--- src/rtl/button_conditioner.sv ---
// Five-button front end: two-flop synchronizer, per-button debounce FSM with
// optional auto-repeat, and a registered priority-encoded event output.
module button_conditioner #(
  parameter int unsigned DEBOUNCE_CYCLES = 8,
  parameter int unsigned REPEAT_DELAY    = 0,
  parameter int unsigned REPEAT_PERIOD   = 16
) (
  input  logic       clk,
  input  logic       rst,
  input  logic       bC,
  input  logic       bL,
  input  logic       bU,
  input  logic       bR,
  input  logic       bD,
  output logic [4:0] pulse,
  output logic [4:0] held,
  output logic       evt_valid,
  output logic [2:0] evt_code
);

  typedef enum logic [1:0] {IDLE, PRESS_WAIT, HELD, RELEASE_WAIT} state_t;

  localparam logic [15:0] DB_N = 16'(DEBOUNCE_CYCLES);
  localparam logic [15:0] RD_N = 16'(REPEAT_DELAY);
  localparam logic [15:0] RP_N = 16'(REPEAT_PERIOD);

  logic [4:0]  raw;
  logic [4:0]  sync1_q, sync2_q;
  state_t      st_q [5];
  state_t      st_d [5];
  logic [15:0] cnt_q [5];
  logic [15:0] cnt_d [5];
  logic [15:0] cnt_nx [5];
  logic [15:0] rpt_q [5];
  logic [15:0] rpt_d [5];
  logic [15:0] rpt_nx [5];
  logic [4:0]  first_q, first_d;
  logic [4:0]  pulse_q, pulse_d;
  logic [4:0]  held_q, held_d;
  logic        evt_valid_q;
  logic [2:0]  evt_code_q, evt_code_d;

  assign raw = {bD, bR, bU, bL, bC};

  function automatic logic [15:0] sat_inc(input logic [15:0] v);
    return (v == '1) ? v : v + 16'd1;
  endfunction

  // cnt_nx counts the current stable cycle, so the accept edge lands
  // 2 + DEBOUNCE_CYCLES edges after the raw level first changes.
  always_comb begin
    for (int unsigned i = 0; i < 5; i++) begin
      cnt_nx[i]   = sat_inc(cnt_q[i]);
      rpt_nx[i]   = sat_inc(rpt_q[i]);
      st_d[i]     = st_q[i];
      cnt_d[i]    = cnt_q[i];
      rpt_d[i]    = rpt_q[i];
      first_d[i]  = first_q[i];
      pulse_d[i]  = 1'b0;
      held_d[i]   = held_q[i];
      case (st_q[i])
        IDLE: begin
          if (sync2_q[i]) begin
            if (DB_N <= 16'd1) begin
              st_d[i]    = HELD;
              pulse_d[i] = 1'b1;
              held_d[i]  = 1'b1;
              rpt_d[i]   = '0;
              first_d[i] = 1'b1;
            end else begin
              st_d[i]  = PRESS_WAIT;
              cnt_d[i] = 16'd1;
            end
          end
        end
        PRESS_WAIT: begin
          if (!sync2_q[i]) begin
            st_d[i] = IDLE;
          end else if (cnt_nx[i] >= DB_N) begin
            st_d[i]    = HELD;
            pulse_d[i] = 1'b1;
            held_d[i]  = 1'b1;
            rpt_d[i]   = '0;
            first_d[i] = 1'b1;
          end else begin
            cnt_d[i] = cnt_nx[i];
          end
        end
        HELD: begin
          held_d[i] = 1'b1;
          if (!sync2_q[i]) begin
            if (DB_N <= 16'd1) begin
              st_d[i]   = IDLE;
              held_d[i] = 1'b0;
            end else begin
              st_d[i]  = RELEASE_WAIT;
              cnt_d[i] = 16'd1;
            end
          end else if (RD_N != '0) begin
            rpt_d[i] = rpt_nx[i];
            if (first_q[i] ? (rpt_nx[i] >= RD_N) : (rpt_nx[i] >= RP_N)) begin
              pulse_d[i] = 1'b1;
              rpt_d[i]   = '0;
              first_d[i] = 1'b0;
            end
          end
        end
        RELEASE_WAIT: begin
          // repeat timer is left untouched here so HELD resumes it
          if (sync2_q[i]) begin
            st_d[i] = HELD;
          end else if (cnt_nx[i] >= DB_N) begin
            st_d[i]   = IDLE;
            held_d[i] = 1'b0;
          end else begin
            cnt_d[i] = cnt_nx[i];
          end
        end
        default: st_d[i] = IDLE;
      endcase
    end
  end

  always_comb begin
    evt_code_d = '0;
    for (int unsigned i = 0; i < 5; i++) begin
      if (pulse_d[4 - i]) evt_code_d = 3'(4 - i);
    end
  end

  always_ff @(posedge clk) begin
    if (rst) begin
      sync1_q     <= '0;
      sync2_q     <= '0;
      first_q     <= '0;
      pulse_q     <= '0;
      held_q      <= '0;
      evt_valid_q <= 1'b0;
      evt_code_q  <= '0;
      for (int unsigned i = 0; i < 5; i++) begin
        st_q[i]  <= IDLE;
        cnt_q[i] <= '0;
        rpt_q[i] <= '0;
      end
    end else begin
      sync1_q     <= raw;
      sync2_q     <= sync1_q;
      first_q     <= first_d;
      pulse_q     <= pulse_d;
      held_q      <= held_d;
      evt_valid_q <= |pulse_d;
      evt_code_q  <= evt_code_d;
      for (int unsigned i = 0; i < 5; i++) begin
        st_q[i]  <= st_d[i];
        cnt_q[i] <= cnt_d[i];
        rpt_q[i] <= rpt_d[i];
      end
    end
  end

  assign pulse     = pulse_q;
  assign held      = held_q;
  assign evt_valid = evt_valid_q;
  assign evt_code  = evt_code_q;

endmodule

--- config.mk ---
export PLATFORM = sky130hd
export DESIGN_NAME = button_conditioner
export DESIGN_NICKNAME = d
export VERILOG_FILES = /design/src/rtl/button_conditioner.sv
export SDC_FILE = /design/constraint.sdc
export NUM_CORES = 1
export LEC_CHECK = 0
export CORE_ASPECT_RATIO = 0.6
export CORE_MARGIN = 5
export CORE_UTILIZATION = 59
export CTS_CLUSTER_SIZE = 16
export DETAILED_ROUTE_END_ITERATION = 10
export HOLD_SLACK_MARGIN = 0.03
export PLACE_DENSITY_LB_ADDON = 0.15
export SYNTH_ARGS = -nofsm -noshare
export SYNTH_HDL_FRONTEND = slang
export SYNTH_SLANG_ARGS = --single-unit
--- constraint.sdc ---
create_clock -name clk -period 7.5 [get_ports clk]
set_input_delay 2.25 -clock clk [delete_from_list [all_inputs] [get_ports clk]]
set_output_delay 2.25 -clock clk [all_outputs]
set_load 0.005 [all_outputs]
==> summary.json, run 1 <==
{
  "number_of_nets_still_failing_antenna_checks_after_routing": 0,
  "tns_ns": 0,
  "setup_viol_count_final": 0,
  "die_y_microns": 89.7,
  "layout-area-overhead-vs-synth_pct": 13.4,
  "postCtsSetupRepairBufs": 0,
  "arrival_ns": 3.91,
  "grt_setup_unrepaired": "no",
  "detailed_place_hpwl_mm": 9.80,
  "cap_violations": 0,
  "ctsHtreeMaxLevel": 4,
  "worst_setup_path_startpoint": "rst",
  "r2r-start": "cnt_q[0][17]$_SDFFE_PP0P_",
  "power.ir.vdd_worst_v": 0.000246,
  "cts-root-buf": "sky130_fd_sc_hd__clkbuf_16",
  "yosys.cell_types.count": 73,
  "worst_slew_margin_rel_pct": 52.1,
  "ys_dominant_reg_cell": "sky130_fd_sc_hd__dfxtp_1",
  "postSynthRegisterBits": 114,
  "antennaDiodeCount": 0,
  "place.gp.congestion": 0.905,
  "synth_async_sr_flop_share_pct": 0,
  "grt_pass1_wl_mm": 24.0,
  "worst_path_clk_slew_ns": 0.06,
  "final_net_count": 774,
  "clkSinkCount": 114,
  "grt_pass1_vias": 5082,
  "syn_avg_cell_area_sq_um": 8.48,
  "hold_viol": 0,
  "floorplan.rows": 29,
  "drv_slew": 0,
  "ctsHoldBuffers": 0,
  "worst-r2r-setup-slack_ns": 4.08,
  "fin_hold_ws_ns": 0.438,
  "track_usage_pct": 23.0,
  "number_of_cells_on_the_worst_hold_path": 1,
  "category_of_the_worst_setup_path_capture_point": "register",
  "final_cells": 898,
  "worstMarginPinSlew_ns": 0.717,
  "floorplan.initialDensity_pct": 59.7,
  "pin_count_of_the_biggest_net_entering_global_routing": 52,
  "cell_area_after_layout_sq_um": 7080,
  "dr.pass1.iters": 6,
  "crit-reg2reg-capture": "cnt_q[0][18]$_SDFFE_PP0P_",
  "core-area_sq_um": 10500,
  "report.power.total_uw": 1600,
  "ff2ff_path_depth": 10,
  "cts_tree": "yes",
  "post-place-cells": 866,
  "worst-endpoint-required_ns": 7.80,
  "power.density_cell_area_nw_per_um2": 226,
  "finalClockSkew_ns": 0.0110,
  "drt_wl_total_mm": 14.3,
  "cts_inserted_buffers": 17,
  "detail_route.iter0.violations": 503,
  "grt-ovfl-total": 0,
  "holdCritPathClass": "register to register",
  "synth.cell_area_sq_um": 6240,
  "synth_edf_count": 0,
  "avgRoutedWirePerCell_microns": 16.0,
  "critical_path.endpoint": "cnt_q[0][34]$_SDFFE_PP0P_",
  "worst_skew_pair.late_latency_ns": 0.41,
  "multi_input_logic_area_sq_um": 3720,
  "ctsResizeCount": 0,
  "i_o_pins": 21,
  "die_width_microns": 143,
  "placed_cell_area_sq_um": 6490,
  "p_leak_uw": 0.00260,
  "outcome": "completed",
  "detail_route.vias_per_cell": 6.24,
  "layout_worst_path_cycle_share_pct": 48.1,
  "drt_drc_violations_left": 0,
  "cts_max_path_buffers": 2,
  "antenna_found_initial": 0,
  "timing.setup.critical_path_class": "input port to register",
  "min_period_ns": 3.61,
  "syn-instance-count": 736,
  "synth-seq-area-share_pct": 36.6,
  "place.port_buffers": 20,
  "synthesis.nets": 764,
  "fp.dieArea_sq_um": 12800,
  "layout-drive-gt1-share_pct": 9.09,
  "crit_fanout": 51,
  "yosysWarnings": 0,
  "setup.worst_path.start_class": "input port",
  "fillCellCount": 838,
  "clock.fmax_mhz": 277,
  "regArea_sq_um": 2280,
  "route.vias.total": 5607
}
## through the flow
| step | util (%) | setup WS [ns] |
|---|---|---|
| after detailed placement | 62.1 | 3.50 |
| after global routing | 67.7 | 3.78 |
| after CTS | 67.7 | 3.91 |
| final | 67.7 | 3.89 |
| after floorplan | - | 4.33 |
| after global placement | 62.1 | 3.60 |
## power by group
part	switching [uW]	internal, uW	total (uW)
registers	25.0	628	653
logic	94.2	64.0	158
clock network	285	505	791
## sequential cells by signal (all words and copies together), names as in the netlist, named ones only
signal / flops
cnt_q: 80
held: 5
pulse: 5
st_q: 5
sync1_q: 5
sync2_q: 5
evt_code: 3
evt_valid: 1
## layout make-up
cell class | instances | area share, %
clock inverter | 12 | 1.87
clock buffer | 20 | 6.45
inverter | 28 | 1.49
timing repair buffer | 22 | 2.97
multi-input combinational | 563 | 52.5
tap | 139 | 2.46
sequential | 114 | 32.2
## worst min path at each step
stage                          start               endpoint
5_1_grt        sync1_q[1]$_SDFF_PP0_  sync2_q[1]$_SDFF_PP0_
2_1_floorplan  sync1_q[0]$_SDFF_PP0_  sync2_q[0]$_SDFF_PP0_
6_report       sync1_q[1]$_SDFF_PP0_  sync2_q[1]$_SDFF_PP0_
4_1_cts        sync1_q[1]$_SDFF_PP0_  sync2_q[1]$_SDFF_PP0_
3_5_place_dp   sync1_q[1]$_SDFF_PP0_  sync2_q[1]$_SDFF_PP0_
3_3_place_gp   sync1_q[1]$_SDFF_PP0_  sync2_q[1]$_SDFF_PP0_
## per-layer routing
layer,GRT usage (%),up-vias,part of all wire (%)
met5,0,-,0
li1,-,2747,-
met1,31.2,2650,48
met3,5.82,19,6.3
met4,7.77,0,1.1
met2,36.2,191,45
## kinds of logic after synthesis
group | share of synthesized area (%)
flops | 36.6
xor+xnor | 2.67
fa+ha+maj | 4.21
buf+inv | 3.91
simple gates | 33.6
mux | 1.64
compound gates | 17.4
## cells in the final DEF, fill, tap and decap left out, types with 22 or more instances in the layout
| cell | instances |
|---|---|
| sky130_fd_sc_hd__nand2_1 | 50 |
| sky130_fd_sc_hd__inv_1 | 28 |
| sky130_fd_sc_hd__nand3_1 | 26 |
| sky130_fd_sc_hd__nor3_1 | 44 |
| sky130_fd_sc_hd__o21ai_0 | 30 |
| sky130_fd_sc_hd__nor3b_1 | 29 |
| sky130_fd_sc_hd__and3_1 | 22 |
| sky130_fd_sc_hd__nor2_1 | 66 |
| sky130_fd_sc_hd__a21oi_1 | 31 |
| sky130_fd_sc_hd__dfxtp_1 | 114 |
## synth_stat cells, types with 16 or more instances
cell type / number / area share, %
sky130_fd_sc_hd__and3_1: 22 / 2.2
sky130_fd_sc_hd__o21ai_0: 30 / 2.4
sky130_fd_sc_hd__inv_1: 28 / 1.7
sky130_fd_sc_hd__nor3b_1: 29 / 3.5
sky130_fd_sc_hd__nand3_1: 26 / 2.1
sky130_fd_sc_hd__ha_1: 21 / 4.2
sky130_fd_sc_hd__a21oi_1: 31 / 2.5
sky130_fd_sc_hd__nor2b_1: 16 / 1.6
sky130_fd_sc_hd__and2_1: 21 / 2.1
sky130_fd_sc_hd__dfxtp_1: 114 / 37
sky130_fd_sc_hd__nor3_1: 44 / 3.5
sky130_fd_sc_hd__nand2_1: 50 / 3.0
sky130_fd_sc_hd__nor2_1: 66 / 4.0
sky130_fd_sc_hd__nand4_1: 18 / 1.8
sky130_fd_sc_hd__clkbuf_1: 23 / 1.4
## critical path: stages
cell,delay [ns]
sky130_fd_sc_hd__buf_2,0.31
sky130_fd_sc_hd__buf_4,0.55
sky130_fd_sc_hd__nor2_1,0.24
sky130_fd_sc_hd__and4b_1,0.28
sky130_fd_sc_hd__a21oi_1,0.17
sky130_fd_sc_hd__nand3_1,0.09
Power figures use the tool's default switching activity.
==> run 2, diff against run 1 <==
clock period = 3.4 ns   (was 7.5 ns; I/O delays follow)
==> run 2 against run 1 <==
Utilization rose by 1.1 points. Routed wire length increased by 2.0%. Critical path depth rose by 4. Count of clock-buffer cells in the layout decreased by 2. Worst setup slack got worse by 3.7 ns. Flip-flop and latch count is the same. Largest power group unchanged. Global-route usage grew 0.92 points. Highest routed layer unchanged. Register-to-register slack lost 3.9 ns.
==> summary.json, run 2 (synthesis gave the netlist of run 1 again) <==
{
  "outcome": "completed",
  "dr.pass1.iters": {"value": 5, "change": "-1"},
  "drt_drc_violations_left": {"value": 0, "change": "unchanged"},
  "power.ir.vdd_worst": {"value": 0.000393, "unit": "V", "change": "+60%"},
  "ctsHoldBuffers": {"value": 0, "change": "unchanged"},
  "final_cell_mix": "114 x sky130_fd_sc_hd__dfxtp_1, 66 x sky130_fd_sc_hd__nor2_1, 50 x sky130_fd_sc_hd__nand2_1",
  "place.port_buffers": {"value": 20, "change": "unchanged"},
  "cell_area_after_layout": {"value": 7190, "unit": "sq um", "change": "+1.6%"},
  "holdCritPathClass": "register to register",
  "ff2ff_path_depth": {"value": 10, "change": "unchanged"},
  "arrival": {"value": 3.55, "unit": "ns", "change": "-0.36 ns"},
  "dp_worst_setup_slack": {"value": 0.275, "unit": "ns", "change": "-3.23 ns"},
  "category_of_the_worst_setup_path_capture_point": "register",
  "place.gp.congestion": {"value": 0.909, "change": "+0.38%"},
  "clkPwrFrac": {"value": 52.1, "unit": "%", "change": "+2.7 points"},
  "crit_fanout": {"value": 13, "change": "-75%"},
  "net_switching_fraction_of_the_power": {"value": 24.3, "unit": "%", "change": "-0.94 points"},
  "largest_register_ff_count": {"value": 80, "change": "unchanged"},
  "i_o_pins": {"value": 21, "change": "unchanged"},
  "detail_route.vias_per_cell": {"value": 6.22, "change": "-0.45%"},
  "netSwitchingPower": {"value": 915, "unit": "uW", "change": "+130%"},
  "worst_path_clk_slew": {"value": 0.05, "unit": "ns", "change": "about the same"},
  "placed_cell_area": {"value": 6540, "unit": "sq um", "change": "+0.81%"},
  "crit-reg2reg-capture": "cnt_q[0][18]$_SDFFE_PP0P_",
  "worst_setup_path_startpoint": "cnt_q[0][17]$_SDFFE_PP0P_",
  "setup.worst_path.start_class": "register",
  "fp.dieArea": {"value": 12800, "unit": "sq um", "change": "unchanged"},
  "drt_wl_total": {"value": 14.6, "unit": "mm", "change": "+2.0%"},
  "drv_slew": {"value": 0, "change": "unchanged"},
  "path_common_cell": "sky130_fd_sc_hd__nor4_2",
  "avgRoutedWirePerCell": {"value": 16.2, "unit": "microns", "change": "+1.2%"},
  "max_flop_register": "cnt_q",
  "ctsResizeCount": {"value": 0, "change": "unchanged"},
  "critical_path.endpoint": "cnt_q[0][18]$_SDFFE_PP0P_",
  "p_leak": {"value": 0.00268, "unit": "uW", "change": "+2.9%"},
  "critical_path.cell_chain": "ha_1 > nand4_1 > nor4_2 > nor3_1 > a2111o_1 > nor4_2 > buf_4 > a2bb2oi_2 > nor2b_1 > a31o_2",
  "detailed_place_hpwl": {"value": 10.2, "unit": "mm", "change": "+3.8%"},
  "worst_skew_pair.late_latency": {"value": 0.42, "unit": "ns", "change": "about the same"},
  "finalClockSkew": {"value": 0.0104, "unit": "ns", "change": "-0.000613 ns"},
  "final_common_cell": "sky130_fd_sc_hd__dfxtp_1",
  "track_usage": {"value": 23.9, "unit": "%", "change": "+0.92 points"},
  "multi_input_logic_area": {"value": 3720, "unit": "sq um", "change": "unchanged"},
  "worst-endpoint-required": {"value": 3.76, "unit": "ns", "change": "-4.04 ns"},
  "route.vias.total": {"value": 5625, "change": "+0.32%"},
  "cts_max_path_buffers": {"value": 2, "change": "unchanged"},
  "layout-drive-gt1-share": {"value": 10.1, "unit": "%", "change": "+0.96 points"},
  "floorplan.rows": {"value": 29, "change": "unchanged"},
  "r2r-start": "cnt_q[0][17]$_SDFFE_PP0P_",
  "cts_tree": "yes",
  "layout-area-overhead-vs-synth_pct": 15.2,
  "die_y": {"value": 89.7, "unit": "microns", "change": "unchanged"},
  "cap_violations": {"value": 0, "change": "unchanged"},
  "number_of_nets_still_failing_antenna_checks_after_routing": {"value": 0, "change": "unchanged"},
  "antennaDiodeCount": {"value": 0, "change": "unchanged"},
  "pin_count_of_the_biggest_net_entering_global_routing": {"value": 20, "change": "-62%"},
  "grt_pass1_vias": {"value": 5175, "change": "+1.8%"},
  "min_period_ns": 3.19,
  "final_net_count": {"value": 781, "change": "+0.90%"},
  "setup_viol_count_final": {"value": 0, "change": "unchanged"},
  "detail_route.iter0.violations": {"value": 442, "change": "-12%"},
  "pwr-share-seq": {"value": 38.2, "unit": "%", "change": "-2.6 points"},
  "final_cells": {"value": 905, "change": "+0.78%"},
  "layout.core_utilization": {"value": 68.8, "unit": "%", "change": "+1.1 points"},
  "biggest_cell_delay_along_the_critical_path": {"value": 0.48, "unit": "ns", "change": "-0.07 ns"},
  "layout_worst_path_cycle_share_pct": 93.9,
  "grt_pass1_wl": {"value": 24.7, "unit": "mm", "change": "+3.1%"},
  "timing.setup.critical_path_class": "register to register",
  "antenna_found_initial": {"value": 0, "change": "unchanged"},
  "grt-ovfl-total": {"value": 0, "change": "unchanged"},
  "fillCellCount": {"value": 841, "change": "+0.36%"},
  "hold_viol": {"value": 0, "change": "unchanged"},
  "cellInternalPower": {"value": 2850, "unit": "uW", "change": "+140%"},
  "power.density_cell_area": {"value": 523, "unit": "nW/um^2", "change": "+130%"},
  "clock.fmax_mhz": 313,
  "regArea": {"value": 2280, "unit": "sq um", "change": "unchanged"},
  "combinationalPowerShare": {"value": 9.6, "unit": "%", "change": "-0.3 points"},
  "clkSinkCount": {"value": 114, "change": "unchanged"},
  "crit_slowest_cell": "sky130_fd_sc_hd__dfxtp_1",
  "tns": {"value": 0, "unit": "ns", "change": "unchanged"},
  "worstMarginPinSlew": {"value": 0.723, "unit": "ns", "change": "+0.00538 ns"},
  "die_width": {"value": 143, "unit": "microns", "change": "unchanged"},
  "floorplan.initialDensity": {"value": 59.7, "unit": "%", "change": "unchanged"},
  "postCtsSetupRepairBufs": {"value": 0, "change": "unchanged"},
  "worst_slew_margin_rel": {"value": 51.8, "unit": "%", "change": "-0.26 points"},
  "core-area": {"value": 10500, "unit": "sq um", "change": "unchanged"},
  "cts_inserted_buffers": {"value": 17, "change": "unchanged"},
  "worst-r2r-setup-slack": {"value": 0.21, "unit": "ns", "change": "-3.87 ns"},
  "post-place-cells": {"value": 873, "change": "+0.81%"},
  "ctsHtreeMaxLevel": {"value": 4, "change": "unchanged"},
  "post-route-worst-setup-slack": {"value": 0.207, "unit": "ns", "change": "-3.68 ns"},
  "cts-root-buf": "sky130_fd_sc_hd__clkbuf_16",
  "grt_setup_unrepaired": "no"
}
## run 2: cell types whose count changed in the layout (fill, tap and decap cells not counted)
cell | before | now
sky130_fd_sc_hd__buf_4 | 2 | 9
sky130_fd_sc_hd__bufinv_16 | 2 | 5
sky130_fd_sc_hd__clkinvlp_4 | 6 | 3
sky130_fd_sc_hd__clkinv_2 | 2 | 4
sky130_fd_sc_hd__clkbuf_1 | 1 | 0
sky130_fd_sc_hd__clkbuf_8 | 2 | 1
## run 2: power by group through the flow
stage,Combinational (uW),Clock [uW],Sequential (uW)
global placement,339,0,1460
finish,362,1960,1440
CTS,360,1990,1440
detailed placement,355,0,1470
floorplan,263,0,1450
global route,406,2050,1450
## run 2: worst min-delay path by stage
| stage | startpoint | end | depth (start not counted) |
|---|---|---|---|
| 2_1_floorplan | sync1_q[0]$_SDFF_PP0_ | sync2_q[0]$_SDFF_PP0_ | 1 |
| 3_3_place_gp | sync1_q[1]$_SDFF_PP0_ | sync2_q[1]$_SDFF_PP0_ | 1 |
| 3_5_place_dp | sync1_q[1]$_SDFF_PP0_ | sync2_q[1]$_SDFF_PP0_ | 1 |
| 4_1_cts | sync1_q[1]$_SDFF_PP0_ | sync2_q[1]$_SDFF_PP0_ | 1 |
| 5_1_grt | sync1_q[2]$_SDFF_PP0_ | sync2_q[2]$_SDFF_PP0_ | 1 |
| 6_report | sync1_q[2]$_SDFF_PP0_ | sync2_q[2]$_SDFF_PP0_ | 1 |
## run 2: area by class of cell
| cell class | count | area share, % |
|---|---|---|
| multi-input combinational | 563 | 51.7 |
| sequential | 114 | 31.7 |
| clock buffer | 18 | 6.11 |
| timing repair buffer | 29 | 3.65 |
| clock inverter | 14 | 2.92 |
| tap | 139 | 2.42 |
| inverter | 28 | 1.46 |
## run 2: worst max-delay path, delay by kind of cell, from the launching register on
family                     cells  cell delay (ns)
AOI/OAI and AO/OA              3             0.95
buffers and inverters          1             0.22
and+or+nand+nor                5             1.16
adders and majority gates      1             0.32
DFF                            1             0.48
## run 2: routing by layer
metal	vias to the layer above	track usage, %	share of wire [%]
met4	0	9.15	1.2
met3	17	5.71	6.1
met1	2653	33.1	49
li1	2767	-	-
met5	-	0	0
met2	188	36.5	43
## run 2: per-stage QoR
step | power [uW] | hold WS, ns
after global placement | 1800 | 0.418
final | 3760 | 0.435
after global routing | 3900 | 0.466
after floorplan | 1710 | 0.414
after CTS | 3780 | 0.438
after detailed placement | 1820 | 0.425
==> run 3, diff against run 2 <==
CTS_CLUSTER_DIAMETER = 120   (was not set)
==> results of run 3 <==
The final DEF is identical to that of run 2; final timing and power are the same.
